`src/rtl/counter_cmd_if.sv`:
```
// ============================================================================
// Module      : counter_cmd_if
// Description : Command valid/ready channel into counter_cmd_driver.
// Revision    : 1.0 - initial release
// ============================================================================
`default_nettype none

interface counter_cmd_if #(
    parameter int WIDTH  = 4,
    parameter int STEP_W = 8
) ();
    logic              cmd_valid;
    logic              cmd_ready;
    logic [1:0]        cmd_op;
    logic [WIDTH-1:0]  cmd_data;
    logic [STEP_W-1:0] cmd_steps;
    logic              cmd_stop_at_limit;

    modport master (
        output cmd_valid, cmd_op, cmd_data, cmd_steps, cmd_stop_at_limit,
        input  cmd_ready
    );

    modport slave (
        input  cmd_valid, cmd_op, cmd_data, cmd_steps, cmd_stop_at_limit,
        output cmd_ready
    );
endinterface

`default_nettype wire

```
`src/rtl/counter_cmd_driver.sv`:
```
// ============================================================================
// Module      : counter_cmd_driver
// Description : Executes LOAD/UP/DOWN/HOLD commands against an up/down counter.
// Revision    : 1.0 - initial release
// ============================================================================
`default_nettype none

module counter_cmd_driver #(
    parameter int WIDTH  = 4,
    parameter int STEP_W = 8
) (
    input  wire logic              clk,
    input  wire logic              rst,
    counter_cmd_if.slave           cmd,
    output logic                   load_n,
    output logic                   ce,
    output logic                   up_down,
    output logic [WIDTH-1:0]       data_load,
    input  wire logic              zero,
    input  wire logic              max_count,
    output logic                   busy,
    output logic                   done,
    output logic                   hit_limit,
    output logic [STEP_W-1:0]      steps_done
);

    typedef enum logic [1:0] {
        S_IDLE = 2'd0,
        S_LOAD = 2'd1,
        S_RUN  = 2'd2,
        S_DONE = 2'd3
    } state_t;

    localparam logic [1:0] C_OP_LOAD = 2'b00;
    localparam logic [1:0] C_OP_UP   = 2'b01;
    localparam logic [1:0] C_OP_DOWN = 2'b10;
    localparam logic [1:0] C_OP_HOLD = 2'b11;

    state_t            r_state;
    state_t            w_next;
    logic [1:0]        r_op;
    logic [STEP_W-1:0] r_remaining;
    logic              r_stop;
    logic [WIDTH-1:0]  r_data_load;
    logic [STEP_W-1:0] r_steps_done;
    logic              r_hit_pending;

    logic              w_accept;
    logic              w_limit_now;

    assign w_accept    = cmd.cmd_valid && (r_state == S_IDLE);
    // Flags are used combinationally so ce drops in the very cycle the limit shows.
    assign w_limit_now = r_stop && (((r_op == C_OP_UP) && max_count) ||
                                    ((r_op == C_OP_DOWN) && zero));

    always_comb begin
        w_next = r_state;
        case (r_state)
            S_IDLE: begin
                if (w_accept) begin
                    if (cmd.cmd_op == C_OP_LOAD)
                        w_next = S_LOAD;
                    else if (cmd.cmd_steps == '0)
                        w_next = S_DONE;
                    else
                        w_next = S_RUN;
                end
            end
            S_LOAD:  w_next = S_DONE;
            S_RUN: begin
                if (w_limit_now || (r_remaining == STEP_W'(1)))
                    w_next = S_DONE;
            end
            S_DONE:  w_next = S_IDLE;
            default: w_next = S_IDLE;
        endcase
    end

    always_ff @(posedge clk or posedge rst) begin
        if (rst) begin
            r_state       <= S_IDLE;
            r_op          <= C_OP_LOAD;
            r_remaining   <= '0;
            r_stop        <= 1'b0;
            r_data_load   <= '0;
            r_steps_done  <= '0;
            r_hit_pending <= 1'b0;
        end else begin
            r_state <= w_next;
            if (w_accept) begin
                r_op          <= cmd.cmd_op;
                r_remaining   <= cmd.cmd_steps;
                r_stop        <= cmd.cmd_stop_at_limit;
                r_steps_done  <= '0;
                r_hit_pending <= 1'b0;
                if (cmd.cmd_op == C_OP_LOAD)
                    r_data_load <= cmd.cmd_data;
            end else if (r_state == S_RUN) begin
                if (w_limit_now) begin
                    r_hit_pending <= 1'b1;
                end else begin
                    r_remaining <= r_remaining - STEP_W'(1);
                    if (r_steps_done != '1)
                        r_steps_done <= r_steps_done + STEP_W'(1);
                end
            end
        end
    end

    assign cmd.cmd_ready = (r_state == S_IDLE);
    assign load_n        = (r_state != S_LOAD);
    assign ce            = (r_state == S_RUN) && (r_op != C_OP_HOLD) && !w_limit_now;
    assign up_down       = (r_state == S_RUN) && (r_op == C_OP_UP);
    assign data_load     = r_data_load;
    assign busy          = (r_state != S_IDLE);
    assign done          = (r_state == S_DONE);
    assign hit_limit     = (r_state == S_DONE) && r_hit_pending;
    assign steps_done    = r_steps_done;

endmodule

`default_nettype wire

```
`src/flat_wrapper.sv`:
```
// flat-port wrapper written by rule: the top's interface ports become plain ports
module counter_cmd_driver_flat 
#(
    parameter int WIDTH  = 4,
    parameter int STEP_W = 8
)
  (clk, rst, load_n, ce, up_down, data_load, zero, max_count, busy, done, hit_limit, steps_done, cmd_cmd_valid, cmd_cmd_op, cmd_cmd_data, cmd_cmd_steps, cmd_cmd_stop_at_limit, cmd_cmd_ready);
  counter_cmd_if #(.WIDTH(WIDTH), .STEP_W(STEP_W)) cmd_i ();
  input  wire logic clk;
  input  wire logic rst;
  output logic load_n;
  output logic ce;
  output logic up_down;
  output logic [WIDTH-1:0] data_load;
  input  wire logic zero;
  input  wire logic max_count;
  output logic busy;
  output logic done;
  output logic hit_limit;
  output logic [STEP_W-1:0] steps_done;
  input wire logic [$bits(cmd_i.cmd_valid)-1:0] cmd_cmd_valid;
  input wire logic [$bits(cmd_i.cmd_op)-1:0] cmd_cmd_op;
  input wire logic [$bits(cmd_i.cmd_data)-1:0] cmd_cmd_data;
  input wire logic [$bits(cmd_i.cmd_steps)-1:0] cmd_cmd_steps;
  input wire logic [$bits(cmd_i.cmd_stop_at_limit)-1:0] cmd_cmd_stop_at_limit;
  output wire logic [$bits(cmd_i.cmd_ready)-1:0] cmd_cmd_ready;
  assign cmd_i.cmd_valid = cmd_cmd_valid;
  assign cmd_i.cmd_op = cmd_cmd_op;
  assign cmd_i.cmd_data = cmd_cmd_data;
  assign cmd_i.cmd_steps = cmd_cmd_steps;
  assign cmd_i.cmd_stop_at_limit = cmd_cmd_stop_at_limit;
  assign cmd_cmd_ready = cmd_i.cmd_ready;
  counter_cmd_driver #(.WIDTH(WIDTH), .STEP_W(STEP_W)) u_core (.clk(clk), .rst(rst), .cmd(cmd_i), .load_n(load_n), .ce(ce), .up_down(up_down), .data_load(data_load), .zero(zero), .max_count(max_count), .busy(busy), .done(done), .hit_limit(hit_limit), .steps_done(steps_done));
endmodule
```
`config.mk`:
```
export PLATFORM = sky130hd
export DESIGN_NAME = counter_cmd_driver_flat
export DESIGN_NICKNAME = d
export VERILOG_FILES = /design/src/rtl/counter_cmd_if.sv /design/src/rtl/counter_cmd_driver.sv /design/src/flat_wrapper.sv
export SDC_FILE = /design/constraint.sdc
export NUM_CORES = 1
export LEC_CHECK = 0
export CAP_MARGIN = 25
export CORE_ASPECT_RATIO = 0.9
export CORE_MARGIN = 2
export CORE_UTILIZATION = 32
export CTS_BUF_LIST = sky130_fd_sc_hd__clkbuf_4 sky130_fd_sc_hd__clkbuf_8
export DETAILED_ROUTE_END_ITERATION = 7
export PLACE_DENSITY_LB_ADDON = 0.08
export SETUP_SLACK_MARGIN = 0.5
export SYNTH_ARGS = -nofsm -noshare
export SYNTH_HDL_FRONTEND = slang
export SYNTH_SLANG_ARGS = --single-unit
export TNS_END_PERCENT = 20
```
`constraint.sdc`:
```
create_clock -name clk -period 1.6 [get_ports clk]
set_input_delay 0.16 -clock clk [delete_from_list [all_inputs] [get_ports clk]]
set_output_delay 0.16 -clock clk [all_outputs]
set_load 0.01 [all_outputs]
```
==> impl_metrics.toml, run 1 <==
[sta]
hold_violations = 0
fin_ws_ps = -2.80
fin_crit_sh = 1.00
setup_viol = 1
rsz0062_at_grt = "yes"
slew_headroom = 0.768
drv_slew = 0
tightestPinTransition_ps = 348
clock_skew_ps = 2.96
period_needed_ps = 1600
fmax_mhz = 624

[floorplan]
initial_core_util = 0.335
io_pins = 39
die_y_um = 69.0
coreArea_um2 = 4490
rows = 23
die-area_um2 = 5260
die_x_um = 76.2

[clock_tree]
cts_tree = "done"
numCtsBuffers = 3
clk_pin_slew_ps = 90
cts_root_buf = "clkbuf_8"
numClockSinks = 26
postCtsHoldBufs = 0
h-tree-depth = 1
clkLatencyLatePin_ps = 270
cts_max_path_buffers = 2

[global_routing]
grt_pass1_vias = 1511
gr-total-overflow = 0
grt_max_degree = 27
antenna_found_initial = 0
track_usage = 0.166
grt_pass1_wl_um = 7110

[synth]
synth_fp_nets = 188
synthesis.area_um2 = 1500
synth_edf_count = 0
syn_inst = 160
synth-seq-cells = 26
ys_async_sr_fraction = 1.00
synthDistinctLibCells = 40
synth_warnings = 0
synth_top_flop_cell = "dfrtp_1"
avgSynthCellArea_um2 = 9.39
ys_seq_area_frac = 0.433

[outcome]
outcome = "finished, violations left"
violations = "setup timing"

[critical_path]
crit_path_end_kind = "register"
r2r_slack_ps = -3
cpMostUsedCell = "or4_4"
crit_slowest_cell = "or4_4"
r2r_start = "u_core.r_remaining[4]$_DFFE_PP0P_"
crit_path_start_kind = "register"
r2r_end = "u_core.r_remaining[6]$_DFFE_PP0P_"
required_ps = 1820
cp_top_family = "simple AND/OR/NAND/NOR gates"
path_buf_inv = 0
slowest_delay_ps = 580
arrival_ps = 1820
path_cells = "or4_4, or4_4, nand3_2"
crit_fanout = 4
criticalPathCategory = "reg -> reg"
rr_worst_depth = 3

[layout]
fill_cells = 405
layout_commonest_cell = "buf_4"
seqCellArea_um2 = 651
final_cell_mix = "buf_4, dfrtp_1, clkdlybuf4s50_1"
layout-drive-gt1-share = 0.380
area_growth_pct = 65.7
multi_input_area_um2 = 965
diodes = 0
nets = 264

[detailed_routing]
drcViolationCount = 0
drt_iter0_drc = 71
ant_nets = 0
drtPass1Iterations = 4
vias = 1462
wl_per_cell_um = 14.7
totalWireLength_um = 4350
drt-vias-per-instance = 4.94

[place]
gp_congestion = 0.815
dpl.hpwl_um = 3010
numPortBuffers = 38
place_ws_ps = -52.8

[min_path]
min_path_type = "in -> async"

[run]
maxCapViolations = 0

[pwr]
powerDensity_nw_per_um2 = 1630
ir_drop_mv = 0.710
power_mw = 4.06
leakagePower_nw = 1.17
-- Yosys cell counts, types with 2 or more instances --
master    count  share of area
ha_1          8          0.067
a21oi_1      10          0.033
nand4b_1      3          0.017
mux2i_1       2          0.013
o211ai_1      2          0.010
buf_2         2         0.0067
o21ai_0       6          0.020
xor2_1        4          0.023
mux2_2        5          0.037
dfrtp_1      26           0.43
clkbuf_1      4          0.010
and4_1        2          0.012
nor3_1        7          0.023
or4_1         2          0.010
o31ai_1       2          0.010
and2_1        3          0.012
nand2_1      22          0.055
inv_1        10          0.025
nand4_1       3          0.012
nor4_1        2         0.0083
nand3_1       7          0.023
nor2_1       10          0.025
-- routing by layer --
metal / track usage / vias to the layer above / share of wire
met1: 0.219 / 701 / 0.47
met5: 0 / - / 0
met4: 0.0626 / 0 / 0.010
met2: 0.274 / 33 / 0.48
li1: - / 724 / -
met3: 0.0275 / 4 / 0.038
-- registers in the layout (all words and copies together), names as in the netlist --
register / cells
u_core.steps_done: 8
u_core.r_op: 2
u_core.r_remaining: 8
u_core.data_load: 4
u_core.r_stop: 1
u_core.r_state: 2
u_core.r_hit_pending: 1
-- metrics by stage --
| stage | hold slack (ps) | instance area [µm²] | setup TNS, ps | instances | utilization |
|---|---|---|---|---|---|
| after floorplan | 200 | 1540 | 0 | 160 | - |
| after global placement | 490 | 2160 | -40.3 | 279 | 0.481 |
| after CTS | 248 | 2250 | 0 | 287 | 0.501 |
| after global routing | 307 | 2490 | -325 | 296 | 0.555 |
| after detailed placement | 492 | 2160 | -184 | 279 | 0.481 |
| final | 241 | 2490 | -2.80 | 296 | 0.555 |
-- where the power goes --
group          internal [mW]  switching (mW)  total [mW]
sequential             0.924           0.218        1.14
clock                  0.169           0.209       0.378
combinational           1.42            1.12        2.54
total                   2.51            1.55        4.06
-- cell type report --
class | instances | area share
Clock buffer | 3 | 0.0166
Multi-Input combinational cell | 118 | 0.387
Timing Repair Buffer | 77 | 0.286
Sequential cell | 26 | 0.261
Tap cell | 62 | 0.0312
Inverter | 10 | 0.0171
-- worst max-delay path by stage --
stage                                                  from                           endpoint  cells past startpoint
after global placement                            max_count   u_core.steps_done[4]$_DFFE_PP0P_                      6
final                     u_core.r_remaining[4]$_DFFE_PP0P_  u_core.r_remaining[6]$_DFFE_PP0P_                      3
after floorplan               u_core.r_state[1]$_DFFE_PP0P_  u_core.r_remaining[6]$_DFFE_PP0P_                      6
after detailed placement                          max_count   u_core.steps_done[4]$_DFFE_PP0P_                      6
after global routing      u_core.r_remaining[4]$_DFFE_PP0P_      u_core.r_state[1]$_DFFE_PP0P_                      4
after CTS                 u_core.r_remaining[4]$_DFFE_PP0P_      u_core.r_state[0]$_DFFE_PP0P_                      4
-- worst min-delay path: cells and delay by family --
family                 cells  cell delay (ps)
buffers and inverters      3              760
-- cells by family (layout without fill, tap and decap cells) --
logic type,Yosys count,count (layout),synth area share
AO/OA/AOI/OAI,29,29,0.127
XOR/XNOR,5,5,0.0291
adder cells (fa/ha/maj),8,8,0.0666
buffers and inverters,16,90,0.0416
flip-flops,26,26,0.433
multiplexers,7,7,0.0508
AND/OR/NAND/NOR,69,69,0.252
-- repair_timing --
item,4_1_cts,5_1_grt
buffers inserted,5,9
setup endpoints to repair,45,45
endpoints found under the hold margin,0,0
pin swaps,5,19
resized for setup,39,60
Power figures use the tool's default switching activity.
==> run 2: changes to the inputs <==
- CORE_MARGIN: 2 -> not set
- PLACE_DENSITY_LB_ADDON: 0.08 -> not set
==> impl_metrics.toml, run 2 (synthesis results as in run 1) <==
[place]
gp_congestion = 0.814
place_area_um2 = 2160
dp.cells = 279
dpl.hpwl_um = 3120
place_ws_ps = -82.7
numPortBuffers = 38

[global_routing]
grt_pass1_wl_um = 7180
track_usage = 0.191
grt_max_degree = 18
antenna_found_initial = 0
gr-total-overflow = 0
grt_pass1_vias = 1542

[sta]
tightestPinTransition_ps = 309
clock_skew_ps = 1.92
setup_viol = 3
period_needed_ps = 1670
drv_slew = 0
hold_violations = 0
fin_ws_ps = -66.3
timing.hold.ws_ps = 180
slew_headroom = 0.791
fmax_mhz = 600
rsz0062_at_grt = "yes"
fin_crit_sh = 1.04

[detailed_routing]
wl_per_cell_um = 15.7
drt-vias-per-instance = 5.19
drt_iter0_drc = 75
vias = 1504
totalWireLength_um = 4570
ant_nets = 0
drcViolationCount = 0
drtPass1Iterations = 4

[pwr]
p_clk_frac = 0.112
powerDensity_nw_per_um2 = 1670
p_sw_mw = 1.57
p_int_mw = 2.48
pwr-share-comb = 0.606
ir_drop_mv = 0.847
switching_share = 0.388
leakagePower_nw = 1.06
pwr-share-seq = 0.282

[run]
maxCapViolations = 0

[critical_path]
crit_fanout = 7
slowest_delay_ps = 410
arrival_ps = 1870
path_cells = "inv_2, ha_4, buf_4, nor4b_1, nand4b_1, xor2_1, o21ai_0"
required_ps = 1810
criticalPathCategory = "reg -> reg"
crit_slowest_cell = "dfrtp_1"
crit_path_start_kind = "register"
crit_path_end_kind = "register"

[floorplan]
initial_core_util = 0.335
die_y_um = 67.0
die-area_um2 = 4970
io_pins = 39
rows = 23
die_x_um = 74.2
coreArea_um2 = 4490

[clock_tree]
numCtsBuffers = 3
cts_max_path_buffers = 2
h-tree-depth = 1
clk_pin_slew_ps = 100
clkLatencyLatePin_ps = 280
numClockSinks = 26
cts_tree = "done"
cts_root_buf = "clkbuf_8"
postCtsHoldBufs = 0

[layout]
final_cell_area_um2 = 2420
final_util = 0.540
area_growth_pct = 61.3
instances_no_fill = 290
diodes = 0
nets = 257
layout-drive-gt1-share = 0.377
layout_commonest_cell = "dfrtp_1"
final_cell_mix = "dfrtp_1, nand2_1, clkdlybuf4s50_1"

[outcome]
outcome = "finished, violations left"
violations = "setup timing"

[min_path]
min_path_type = "in -> async"
[run 2: routing by layer]
layer,vias to the layer above,wire length (µm),GRT usage
met2,38,2340,0.327
met5,-,0,0
met1,745,2020,0.241
met4,0,54,0.0708
met3,5,155,0.0303
li1,716,-,-
[run 2: cell type report]
| type | count | area [µm²] |
|---|---|---|
| flip-flops and latches | 26 | 651 |
| fillers | 412 | 2070 |
| well taps | 62 | 77.6 |
| repair buffers | 70 | 644 |
| clock buffers | 4 | 55.1 |
| inverters | 10 | 37.5 |
| multi-input cells | 118 | 958 |
[run 2: critical path: cells and delay by family, from the launching register on]
family / cells / cell delay (ps)
simple gates: 2 / 450
compound gates: 1 / 140
flops: 1 / 410
buf+inv: 2 / 220
fa+ha+maj: 1 / 200
xor+xnor: 1 / 170
[run 2: metrics by stage]
stage               power [mW]  TNS [ps]
global route              4.32      -622
floorplan                 2.25         0
detailed placement        3.21      -419
global placement          3.13      -273
finish                    4.06     -94.0
CTS                       3.82     -59.8
[run 2: timing repair]
item                                    4_1_cts  5_1_grt
endpoints found under the setup margin       45       37
pin swaps                                    12       15
resized for setup                            90       22
hold endpoints to repair                      0        0
setup buffers                                 3        4
[run 2: power groups by stage]
stage / sequential (mW) / clock, mW / combinational [mW]
after floorplan: 1.19 / 0 / 1.06
final: 1.15 / 0.454 / 2.46
after CTS: 1.14 / 0.461 / 2.23
after global routing: 1.17 / 0.479 / 2.67
after global placement: 1.13 / 0 / 2.00
after detailed placement: 1.14 / 0 / 2.07
[run 2: final timing paths]
kind / start / endpoint / slack (ps) / cells after the start
worst max-delay path: u_core.r_state[0]$_DFFE_PP0P_ / u_core.r_remaining[7]$_DFFE_PP0P_ / -70 / 7
worst min-delay path: rst / u_core.r_remaining[1]$_DFFE_PP0P_ / 180 / 3
worst max register to register: u_core.r_state[0]$_DFFE_PP0P_ / u_core.r_remaining[7]$_DFFE_PP0P_ / -70 / 7
worst min register to register: u_core.data_load[1]$_DFFE_PP0P_ / u_core.data_load[1]$_DFFE_PP0P_ / 510 / 1
max in group asynchronous: rst / u_core.steps_done[2]$_DFFE_PP0P_ / 1220 / 3
min in group clk: cmd_cmd_stop_at_limit / u_core.r_stop$_DFFE_PP0P_ / 410 / 3
==> edit (flow settings as in run 1) <==
`WIDTH` is set to 4 in 3 places; all go to 6.
--- a/src/rtl/counter_cmd_if.sv
+++ b/src/rtl/counter_cmd_if.sv
@@ -8,3 +8,3 @@
 interface counter_cmd_if #(
-    parameter int WIDTH  = 4,
+    parameter int WIDTH  = 6,
     parameter int STEP_W = 8
--- a/src/rtl/counter_cmd_driver.sv
+++ b/src/rtl/counter_cmd_driver.sv
@@ -8,3 +8,3 @@
 module counter_cmd_driver #(
-    parameter int WIDTH  = 4,
+    parameter int WIDTH  = 6,
     parameter int STEP_W = 8
--- a/src/flat_wrapper.sv
+++ b/src/flat_wrapper.sv
@@ -3,3 +3,3 @@
 #(
-    parameter int WIDTH  = 4,
+    parameter int WIDTH  = 6,
     parameter int STEP_W = 8
Ports: changed (resized cmd_cmd_data and data_load); port bits go from 39 to 43. The function was not compared with the original's and may differ.
==> edit against run 1 <==
  * The run still ends with negative setup slack left
  * Power shrank 1.6%
  * Via count up 0.21%
  * Utilization is 3.7 points lower
  * Worst setup slack worse by 0.0064 ns
  * Wire length decreased by 1.4%
  * Clock power up 5%
  * Sequential cell count grew 2
  * Global-route usage up 0.41 points
  * Design area fell by 0.80%
  * Cell count unchanged
  * Area after synthesis rose by 4.2%
  * Die area rose by 3.9%
  * Critical endpoint is now u_core.r_remaining[7]$_DFFE_PP0P_
==> edit: results (changes against run 1) <==
\begin{tabular}{lr}
\hline
Metric & Value \\
\hline
\multicolumn{2}{l}{\textbf{Timing}} \\
\quad Final setup violation count & 1 (unchanged) \\
\quad Tightest Pin Transition & 0.3685 ns (was 0.3484 ns) \\
\quad Final clock skew & 0.002165 ns (was 0.002963 ns) \\
\quad Hold\_ws & 0.2380 ns (was 0.2409 ns) \\
\quad Worst Slack Setup Final & -0.009225 ns (was -0.002804 ns) \\
\quad Aggregate negative setup slack & -0.009225 ns (was -0.002804 ns) \\
\multicolumn{2}{l}{\textbf{Critical path}} \\
\quad Maximum net fanout on the critical path & 3 (was 4) \\
\quad End of the worst register-to-register path & u\_core.r\_remaining[7]\$\_DFFE\_PP0P\_ (was u\_core.r\_remaining[6]\$\_DFFE\_PP0P\_) \\
\quad Depth of the worst register-to-register path & 4 (was 3) \\
\quad Worst path slowest cell & sky130\_fd\_sc\_hd\_\_or4\_1 (was sky130\_fd\_sc\_hd\_\_or4\_4) \\
\multicolumn{2}{l}{\textbf{Placement}} \\
\quad Last weighted congestion value of the routability-driven placer & 0.8545 (was 0.8152) \\
\quad Total of buffers placed on input and output ports & 42 (was 38) \\
\quad Total instance count after detailed placement & 288 (was 279) \\
\quad Cell area after placement & 0.002293 mm2 (was 0.002160 mm2) \\
\multicolumn{2}{l}{\textbf{Power and ir drop}} \\
\quad Clock network power & 0.000396 W (was 0.000378 W) \\
\quad Reported leakage power & 1.082 nW (was 1.172 nW) \\
\multicolumn{2}{l}{\textbf{Outcome}} \\
\quad Outcome & finished, violations left (unchanged) \\
\quad Failing checks & negative setup slack (unchanged) \\
\multicolumn{2}{l}{\textbf{Logic synthesis}} \\
\quad Multiplexer share of the synthesized area & 0.05755 (was 0.05079) \\
\quad Syn Area/Cell & 9.662 um2 (was 9.392 um2) \\
\quad Adder and majority cell fraction of the synthesized area & 0.06395 (was 0.06661) \\
\quad Synthesized netlist net count & 192 (was 188) \\
\quad Share of synthesized area occupied by flip-flops and latches & 0.4476 (was 0.4330) \\
\multicolumn{2}{l}{\textbf{Drt}} \\
\quad Met2 Routed Length & 2128 um (was 2077 um) \\
\quad Detailed-route via count & 1,465 (was 1,462) \\
\multicolumn{2}{l}{\textbf{CTS}} \\
\quad Total of cells resized after clock tree synthesis & 97 (was 39) \\
\quad Setup Buffers After CTS & 4 (was 5) \\
\multicolumn{2}{l}{\textbf{Global routing}} \\
\quad Wire length of the first global-routing pass & 7465 um (was 7107 um) \\
\quad GR met3 Demand/Resource & 0.02455 (was 0.02749) \\
\quad Global router's overall resource usage & 0.1703 (was 0.1662) \\
\hline
\end{tabular}
==> edit: cell count changes in the layout (fill, tap and decap cells not counted), sizes merged, moves of 2 or more <==
cell,before,now
mux2,5,8
inv,10,8
nand3,7,10
or2,0,2
clkbuf,3,9
a21oi,10,13
or3,1,3
mux2i,2,0
buf,49,41
nor3,7,5
dfrtp,26,28
nor4,2,4
dlymetal6s2s,6,0
==> edit: worst reg2reg max path: stages (launching register included) <==
cell,delay (ns)
sky130_fd_sc_hd__dfrtp_1,0.42
sky130_fd_sc_hd__or2_1,0.25
sky130_fd_sc_hd__or3_1,0.32
sky130_fd_sc_hd__or4_1,0.47
sky130_fd_sc_hd__nand3_1,0.08
==> edit: cell type report <==
class,count,area (um2)
clock buffers,3,41.29
fillers,447,2305
inverters,8,32.53
multi-input cells,121,993.5
flip-flops and latches,28,703.2
well taps,65,81.33
repair buffers,71,618.1
